`src/rtl/pwm_config_sequencer_pkg.sv`:
```
// Shared definitions for the PWM configuration sequencer:
// command opcodes, byte-FSM states and the frequency-selector code table.
package pwm_config_sequencer_pkg;

    typedef enum logic [1:0] {
        OP_WR_SEL = 2'b00,
        OP_WR_CNT = 2'b01,
        OP_APPLY  = 2'b10,
        OP_CH_RST = 2'b11
    } op_e;

    typedef enum logic [1:0] {
        ST_IDLE  = 2'b00,
        ST_DATA0 = 2'b01,
        ST_DATA1 = 2'b10,
        ST_EXEC  = 2'b11
    } state_e;

    typedef enum logic [7:0] {
        FREQ_50HZ   = 8'd0,
        FREQ_120HZ  = 8'd1,
        FREQ_200HZ  = 8'd2,
        FREQ_400HZ  = 8'd3,
        FREQ_1000HZ = 8'd4,
        FREQ_2000HZ = 8'd5,
        FREQ_4000HZ = 8'd6
    } freq_e;

    localparam logic [7:0] SEL_MAX = FREQ_4000HZ;

    function automatic logic sel_legal(input logic [7:0] code);
        return code <= SEL_MAX;
    endfunction

endpackage

```
`src/rtl/pwm_channel_regs.sv`:
```
// Per-channel shadow/active register pair. Shadow values only reach the
// active outputs at a period boundary while pending, so a running PWM never sees a torn update.
module pwm_channel_regs
    import pwm_config_sequencer_pkg::*;
#(
    parameter logic [7:0] DEFAULT_SEL = 8'd6
) (
    input  logic        CLK,
    input  logic        rst_n,
    input  logic        wr_sel,
    input  logic [7:0]  sel_data,
    input  logic        wr_cnt,
    input  logic [15:0] cnt_data,
    input  logic        apply,
    input  logic        ch_rst,
    input  logic        period_end,
    output logic [7:0]  sel_active,
    output logic [15:0] cnt_active,
    output logic        pending,
    output logic        updated
);

    logic [7:0]  sel_shadow;
    logic [15:0] cnt_shadow;

    // Channel reset beats a coincident commit; an apply landing on a boundary
    // only arms the next boundary because the commit uses the old pending bit.
    always_ff @(posedge CLK) begin
        if (!rst_n) begin
            sel_shadow <= DEFAULT_SEL;
            cnt_shadow <= 16'd0;
            sel_active <= DEFAULT_SEL;
            cnt_active <= 16'd0;
            pending    <= 1'b0;
            updated    <= 1'b0;
        end else if (ch_rst) begin
            sel_shadow <= DEFAULT_SEL;
            cnt_shadow <= 16'd0;
            sel_active <= DEFAULT_SEL;
            cnt_active <= 16'd0;
            pending    <= 1'b0;
            updated    <= 1'b0;
        end else begin
            updated <= period_end && pending;
            if (period_end && pending) begin
                sel_active <= sel_shadow;
                cnt_active <= cnt_shadow;
                pending    <= 1'b0;
            end
            if (apply) begin
                pending <= 1'b1;
            end
            if (wr_sel) begin
                sel_shadow <= sel_data;
            end
            if (wr_cnt) begin
                cnt_shadow <= cnt_data;
            end
        end
    end

endmodule

```
`src/rtl/pwm_config_sequencer.sv`:
```
// Host byte-stream decoder for the PWM frequency-selector channels:
// parses write/apply/reset commands and drives the per-channel register pairs.
module pwm_config_sequencer
    import pwm_config_sequencer_pkg::*;
#(
    parameter int         CHANNELS    = 4,
    parameter logic [7:0] DEFAULT_SEL = 8'd6
) (
    input  logic                    CLK,
    input  logic                    _RST,
    input  logic                    FrameStart,
    input  logic [7:0]              InData,
    input  logic                    InValid,
    output logic                    InReady,
    input  logic [CHANNELS-1:0]     PeriodEnd,
    input  logic                    ErrClear,
    output logic [8*CHANNELS-1:0]   SelectOut,
    output logic [16*CHANNELS-1:0]  CountOut,
    output logic [CHANNELS-1:0]     Pending,
    output logic [CHANNELS-1:0]     Updated,
    output logic                    Error
);

    state_e              state_q, state_d;
    logic [1:0]          op_q;
    logic [3:0]          arg_q;
    logic [7:0]          data0_q, data1_q;
    logic                in_ready_q, error_q;
    logic                accept, err_event, ch_ok;
    logic [CHANNELS-1:0] ch_hit, wr_sel, wr_cnt, apply, ch_rst;
    op_e                 op;

    assign op      = op_e'(op_q);
    assign accept  = InValid && in_ready_q && !FrameStart;
    assign InReady = in_ready_q;
    assign Error   = error_q;

    always_comb begin
        state_d = state_q;
        case (state_q)
            ST_IDLE:  if (accept) state_d = (op_e'(InData[7:6]) inside {OP_APPLY, OP_CH_RST}) ? ST_EXEC : ST_DATA0;
            ST_DATA0: if (accept) state_d = (op == OP_WR_CNT) ? ST_DATA1 : ST_EXEC;
            ST_DATA1: if (accept) state_d = ST_EXEC;
            ST_EXEC:  state_d = ST_IDLE;
            default:  state_d = ST_IDLE;
        endcase
        if (FrameStart) begin
            state_d = ST_IDLE;
        end
    end

    // A channel index with no matching instance counts as an illegal target.
    always_comb begin
        ch_hit    = '0;
        wr_sel    = '0;
        wr_cnt    = '0;
        apply     = '0;
        ch_rst    = '0;
        err_event = 1'b0;
        ch_ok     = 1'b0;
        for (int n = 0; n < CHANNELS; n++) begin
            if (arg_q[1:0] == 2'(n)) begin
                ch_hit[n] = 1'b1;
                ch_ok     = 1'b1;
            end
        end
        if (state_q == ST_EXEC) begin
            case (op)
                OP_WR_SEL: if (ch_ok && sel_legal(data0_q)) wr_sel = ch_hit; else err_event = 1'b1;
                OP_WR_CNT: if (ch_ok) wr_cnt = ch_hit; else err_event = 1'b1;
                OP_APPLY:  apply = arg_q[CHANNELS-1:0];
                OP_CH_RST: if (ch_ok) ch_rst = ch_hit; else err_event = 1'b1;
                default:   ;
            endcase
        end
    end

    always_ff @(posedge CLK) begin
        if (!_RST) begin
            state_q    <= ST_IDLE;
            in_ready_q <= 1'b1;
            op_q       <= 2'd0;
            arg_q      <= 4'd0;
            data0_q    <= 8'd0;
            data1_q    <= 8'd0;
            error_q    <= 1'b0;
        end else begin
            state_q    <= state_d;
            in_ready_q <= (state_d != ST_EXEC);
            if (accept) begin
                case (state_q)
                    ST_IDLE: begin
                        op_q  <= InData[7:6];
                        arg_q <= InData[3:0];
                    end
                    ST_DATA0: data0_q <= InData;
                    ST_DATA1: data1_q <= InData;
                    default:  ;
                endcase
            end
            if (err_event) begin
                error_q <= 1'b1;
            end else if (ErrClear) begin
                error_q <= 1'b0;
            end
        end
    end

    for (genvar n = 0; n < CHANNELS; n++) begin : g_ch
        pwm_channel_regs #(.DEFAULT_SEL(DEFAULT_SEL)) u_regs (
            .CLK        (CLK),
            .rst_n      (_RST),
            .wr_sel     (wr_sel[n]),
            .sel_data   (data0_q),
            .wr_cnt     (wr_cnt[n]),
            .cnt_data   ({data0_q, data1_q}),
            .apply      (apply[n]),
            .ch_rst     (ch_rst[n]),
            .period_end (PeriodEnd[n]),
            .sel_active (SelectOut[8*n +: 8]),
            .cnt_active (CountOut[16*n +: 16]),
            .pending    (Pending[n]),
            .updated    (Updated[n])
        );
    end

endmodule
```
`config.mk`:
```
export PLATFORM = sky130hd
export DESIGN_NAME = pwm_config_sequencer
export DESIGN_NICKNAME = d
export VERILOG_FILES = /design/src/rtl/pwm_config_sequencer_pkg.sv /design/src/rtl/pwm_channel_regs.sv /design/src/rtl/pwm_config_sequencer.sv
export SDC_FILE = /design/constraint.sdc
export NUM_CORES = 1
export LEC_CHECK = 0
export ABC_AREA = 1
export CELL_PAD_IN_SITES_DETAIL_PLACEMENT = 1
export CELL_PAD_IN_SITES_GLOBAL_PLACEMENT = 1
export CORE_ASPECT_RATIO = 1.1
export CORE_UTILIZATION = 35
export CTS_CLUSTER_DIAMETER = 200
export DETAILED_ROUTE_END_ITERATION = 8
export HOLD_SLACK_MARGIN = 0.12
export MAX_ROUTING_LAYER = met4
export PLACE_DENSITY_LB_ADDON = 0.1
export SLEW_MARGIN = 25
export SYNTH_ARGS = -nofsm -noshare
export SYNTH_HDL_FRONTEND = slang
export SYNTH_SLANG_ARGS = --single-unit
```
`constraint.sdc`:
```
create_clock -name CLK -period 3.6 [get_ports CLK]
set_input_delay 1.08 -clock CLK [delete_from_list [all_inputs] [get_ports CLK]]
set_output_delay 1.08 -clock CLK [all_outputs]
set_load 0.02 [all_outputs]
```
* Word level (Yosys, flattened, before mapping) *
Index checks and enable logic that the tools add are counted.

storage, ports and cells
  register bits after elaboration = 226
  output and inout port bits = 106

cells by class
  magnitude comparators = 1
  eq/ne operators = 12
  muxes and demuxes = 38
  bitwise logic cells = 1
  reductions and logical operators = 25

operators by type and width
  kind                  count
  $mux W4               10
  $mux W1               21
  $eq A2 B2 Y1 const B  8
  $reduce_bool A2 Y1    6
  $mux W2               5
  $reduce_or A2 Y1      5
  $le A8 B3 Y1 const B  1
  $pmux W2 S4           1
  $logic_and A1 B1 Y1   7
  $eq A2 B1 Y1 const B  3
  $logic_not A2 Y1      3
  $reduce_and A2 Y1     3
  $ne A2 B2 Y1 const B  1
  $pmux W1 S2           1
  $logic_not A1 Y1      1
  $not A1 Y1            1

* Logic depth before layout (Yosys ltp) *
  depth after elaboration = 10
  depth in mapped cells = 8
  depth with buffers taken out = 8

* Hierarchy *
Synthesis repeated with hierarchy kept, for this count alone.

unflattened totals
  cell total of the unflattened synthesis = 1,207
  area, all modules = 8,662.1 sq um

modules (own cells, without submodules)
  module                times used  cells each  area each (sq um)  sequential area each (sq um)
  pwm_channel_regs      4           262         1,881.8            1,001.0
  pwm_config_sequencer  1           159         1,134.8            520.5

* Worst setup path after synthesis *
OpenSTA, ideal clock, no wires.

  kind = input port to flip-flop
  from = input FrameStart
  to = register arg_q[2]
  library setup time = 0.116 ns
  arrival time = 1.900 ns
  required time = 3.484 ns
  slack = 1.584 ns
  stages on the path = 6
  cells stage by stage = inv_1 > nand3_1 > nor3_1 > inv_1 > nor2_1 > nor2_1

between the ends
  longest elaborated chain between the ends = 3

RTL lines
  what                         RTL line                    RTL
  start: declaration           pwm_config_sequencer.sv:11  input logic FrameStart,
  $logic_not A1 Y1             pwm_config_sequencer.sv:34  assign accept = InValid && in_ready_q && !FrameStart;
  $logic_and A1 B1 Y1          pwm_config_sequencer.sv:34
  $reduce_and A2 Y1 (no line)  --
  end signal: assignment       pwm_config_sequencer.sv:94  arg_q <= InData[3:0];
  end: declaration             pwm_config_sequencer.sv:26  logic [3:0] arg_q;

Every way passes these cells.
A chain may end at the register's enable or synchronous reset.

* Worst setup path in the final report *
  from = register g_ch[0].u_regs.sel_active[2]
  to = output SelectOut[2]

RTL lines
  what                      RTL line                    RTL
  start: declaration        pwm_channel_regs.sv:17      output logic [7:0] sel_active,
  start signal: assignment  pwm_channel_regs.sv:46      sel_active <= sel_shadow;
  end: declaration          pwm_config_sequencer.sv:17  output logic [8*CHANNELS-1:0] SelectOut,

No word-level cell between the ends.

==> flow_metrics.tcl <==
set metrics [dict create \
    status "finished, final reports clean" \
    wl_per_cell_um 17.2 \
    area_delta_synth_final_pct 25.7 \
    skew_ns 0.0214 \
    critPathKind "reg2out" \
    dp_slack_ns 0.660 \
    gp_congestion 0.838 \
    clockRootBuffer "clkbuf_16" \
    drcViolationCount 0 \
    fin_crit_ns 2.60 \
    yosysTopAreaCell "dfxtp_1" \
    cp-end-kind "output port" \
    power_density_mw_per_mm2 504 \
    vias 7169 \
    synth_cell_types 25 \
    dieArea_mm2 0.0242 \
    die_h_um 163 \
    post-place-cells 1388 \
    wl_met1_um 11600 \
    whs_endpoint "g_ch[1].u_regs.sel_shadow[6]$_SDFFE_PP0P_" \
    clk_path_buf_depth 3 \
    core_area_mm2 0.0230 \
    drive_gt1_frac 0.0742 \
    postCtsSetupBuffers 0 \
    initial_utilization 0.359 \
    top_layer "met4" \
    final-instance-count-excl-fill 1433 \
    cts.repair.resized 0 \
    rsz0062_at_grt "no" \
    r2r_cells 6 \
    h-tree-depth 1 \
    met3_length_um 954 \
    cp_num_buf_inv 1 \
    grt_pass1_wl_um 39100 \
    boundaryPins 123 \
    clkSinkCount 226 \
    drt_iter0_markers 285 \
    slew_headroom 0.386 \
    dp.final_hpwl_um 15300 \
    final-hold-violation-count 0 \
    netlist_top_cells_area "dfxtp_1 55%, nand3_1 9.9%, a21oi_1 9.8%" \
    die-width_um 148 \
    hp-class "reg2reg" \
    fin_util 0.451 \
    met2_length_um 11700 \
    reg2reg_from "data0_q[1]$_SDFFE_PN0P_" \
    drv_cap 0 \
    synth_area_mm2 0.00826 \
    port_buffers 122 \
    synth-edff-count 0 \
    rrSetupSlack_ns 1.32 \
    layout.nets 1131 \
    required_ns 2.52 \
    synth_nets 1044 \
    vdd_drop_max_uv 319 \
    finalCritPeriodShare 0.721 \
    grt_max_degree 41 \
    cp_max_fo 2 \
    routed_wl_um 24600 \
    max_stage_delay_ns 0.62 \
    cp_cell_sequence "clkdlybuf4s50_1" \
    r2r_end "g_ch[3].u_regs.sel_shadow[4]$_SDFFE_PP0P_" \
    hp-start "g_ch[1].u_regs.sel_shadow[6]$_SDFFE_PP0P_" \
    first_pass_iters 4 \
    path_depth 1 \
    yosysMostFrequentCell "dfxtp_1" \
    finalSetupTns_ns 0 \
    track_usage 0.211 \
    ys.flop_type "dfxtp_1" \
    synth_top_area_share 0.548 \
    p_leak_nw 3.69 \
    startpoint_type "register" \
    synth_warnings 0 \
    worstMarginPinSlew_ns 0.919 \
    viasPerCell 5.00 \
    postSynthCellCount 1027 \
    row_count 58 \
    clk_latency_ns 0.53 \
    syn_area_per_cell_um2 8.04 \
    antenna_found_initial 1 \
    cpMaxStageDelayCell "clkdlybuf4s50_1" \
    synth_seq_cells 226 \
    cts_tree "done" \
    clk_pin_slew_ns 0.07 \
    synth-seq-area-share 0.548 \
    finalSetupViolations 0 \
    arrival_ns 1.52 \
    hold_buffers 0 \
    drv_slew 0 \
    grt.overflow.total 0 \
    yosys-top-cells-count "226 x dfxtp_1, 196 x nand2_1, 163 x nand3_1" \
    cts_made_buffers 24 \
    synth-async-reset-ratio 0 \
    fmax_mhz 385 \
    grt_pass1_vias 7109 \
    whs_path_depth 2 \
    crit_family "buffers and inverters" \
    worst_slack_ns 1.00 \
    drtAntennaViolNets 0 \
]
[routing by layer]
| layer | up-vias | GRT usage |
|---|---|---|
| met5 | - | - |
| met4 | 0 | 0.0483 |
| met3 | 27 | 0.0277 |
| met2 | 118 | 0.352 |
| met1 | 3454 | 0.271 |
| li1 | 3570 | - |
[cells in the final DEF, fill, tap and decap left out, types with 5 or more instances in the layout]
cell type	Yosys	routed
a21oi_1	162	162
and3_1	6	6
buf_4	10	18
clkbuf_1	34	6
clkbuf_16	0	25
clkbuf_8	0	9
clkdlybuf4s50_1	0	122
clkinv_2	2	5
dfxtp_1	226	226
inv_1	29	29
inv_2	6	6
nand2_1	196	196
nand2_2	9	9
nand3_1	163	163
nor2_1	91	91
nor2_4	5	5
o21ai_0	40	40
[report_power, final]
part	leakage [nW]	total, mW	switching, mW	internal (mW)
Sequential	1.82	2.52	0.0168	2.51
Combinational	1.46	0.154	0.113	0.0411
Clock	0.406	2.55	1.02	1.53
Total	3.69	5.23	1.15	4.08
[flip-flops by register name, summed over array words and instances, names as in the netlist]
signal and cells:
op 2, data0_q 8, data1_q 8, g_ch.u_regs.sel_shadow 32
arg_q 4, Error 1, state_q 2, g_ch.u_regs.pending 4
g_ch.u_regs.updated 4, g_ch.u_regs.cnt_active 64, g_ch.u_regs.sel_active 32, g_ch.u_regs.cnt_shadow 64
InReady 1
[final cells by class]
| class | count | area, um^2 |
|---|---|---|
| Inverter | 37 | 141 |
| Timing Repair Buffer | 140 | 1360 |
| Tap cell | 300 | 375 |
| Multi-Input combinational cell | 685 | 3170 |
| Clock inverter | 4 | 45.0 |
| Fill cell | 2782 | 12600 |
| Antenna cell | 1 | 2.50 |
| Sequential cell | 226 | 4520 |
| Clock buffer | 40 | 772 |
[cells by family (layout without fill, tap and decap cells)]
| group | after synthesis | in the layout | share of synthesized area |
|---|---|---|---|
| AO/OA/AOI/OAI | 207 | 207 | 0.128 |
| AND/OR/NAND/NOR | 478 | 478 | 0.256 |
| other | 0 | 1 | 0 |
| flip-flops | 226 | 226 | 0.548 |
| buffers and inverters | 116 | 221 | 0.0686 |
[how the worst max path moves through the flow]
stage,to,from
2_1_floorplan,arg_q[2]$_SDFFE_PN0P_,FrameStart
3_3_place_gp,arg_q[2]$_SDFFE_PN0P_,FrameStart
3_5_place_dp,arg_q[2]$_SDFFE_PN0P_,FrameStart
4_1_cts,Pending[1],g_ch[1].u_regs.pending$_SDFFE_PP0P_
5_1_grt,SelectOut[2],g_ch[0].u_regs.sel_active[2]$_SDFFE_PP1P_
6_report,SelectOut[2],g_ch[0].u_regs.sel_active[2]$_SDFFE_PP1P_
[tightest hold or removal path: stages (launching register included)]
cell,delay (ns)
dfxtp_1,0.31
nand2_1,0.06
nor2_1,0.03
[stage by stage]
stage                     hold slack [ns]  total power [mW]  instance area, um^2
after floorplan                     0.418              2.68                 8260
after global placement              0.432              2.73                 9570
after detailed placement            0.432              2.74                 9570
after CTS                           0.446              5.29                10400
after global routing                0.461              5.40                10400
final                               0.446              5.23                10400
No activity file was read; power rests on OpenSTA's default activity.
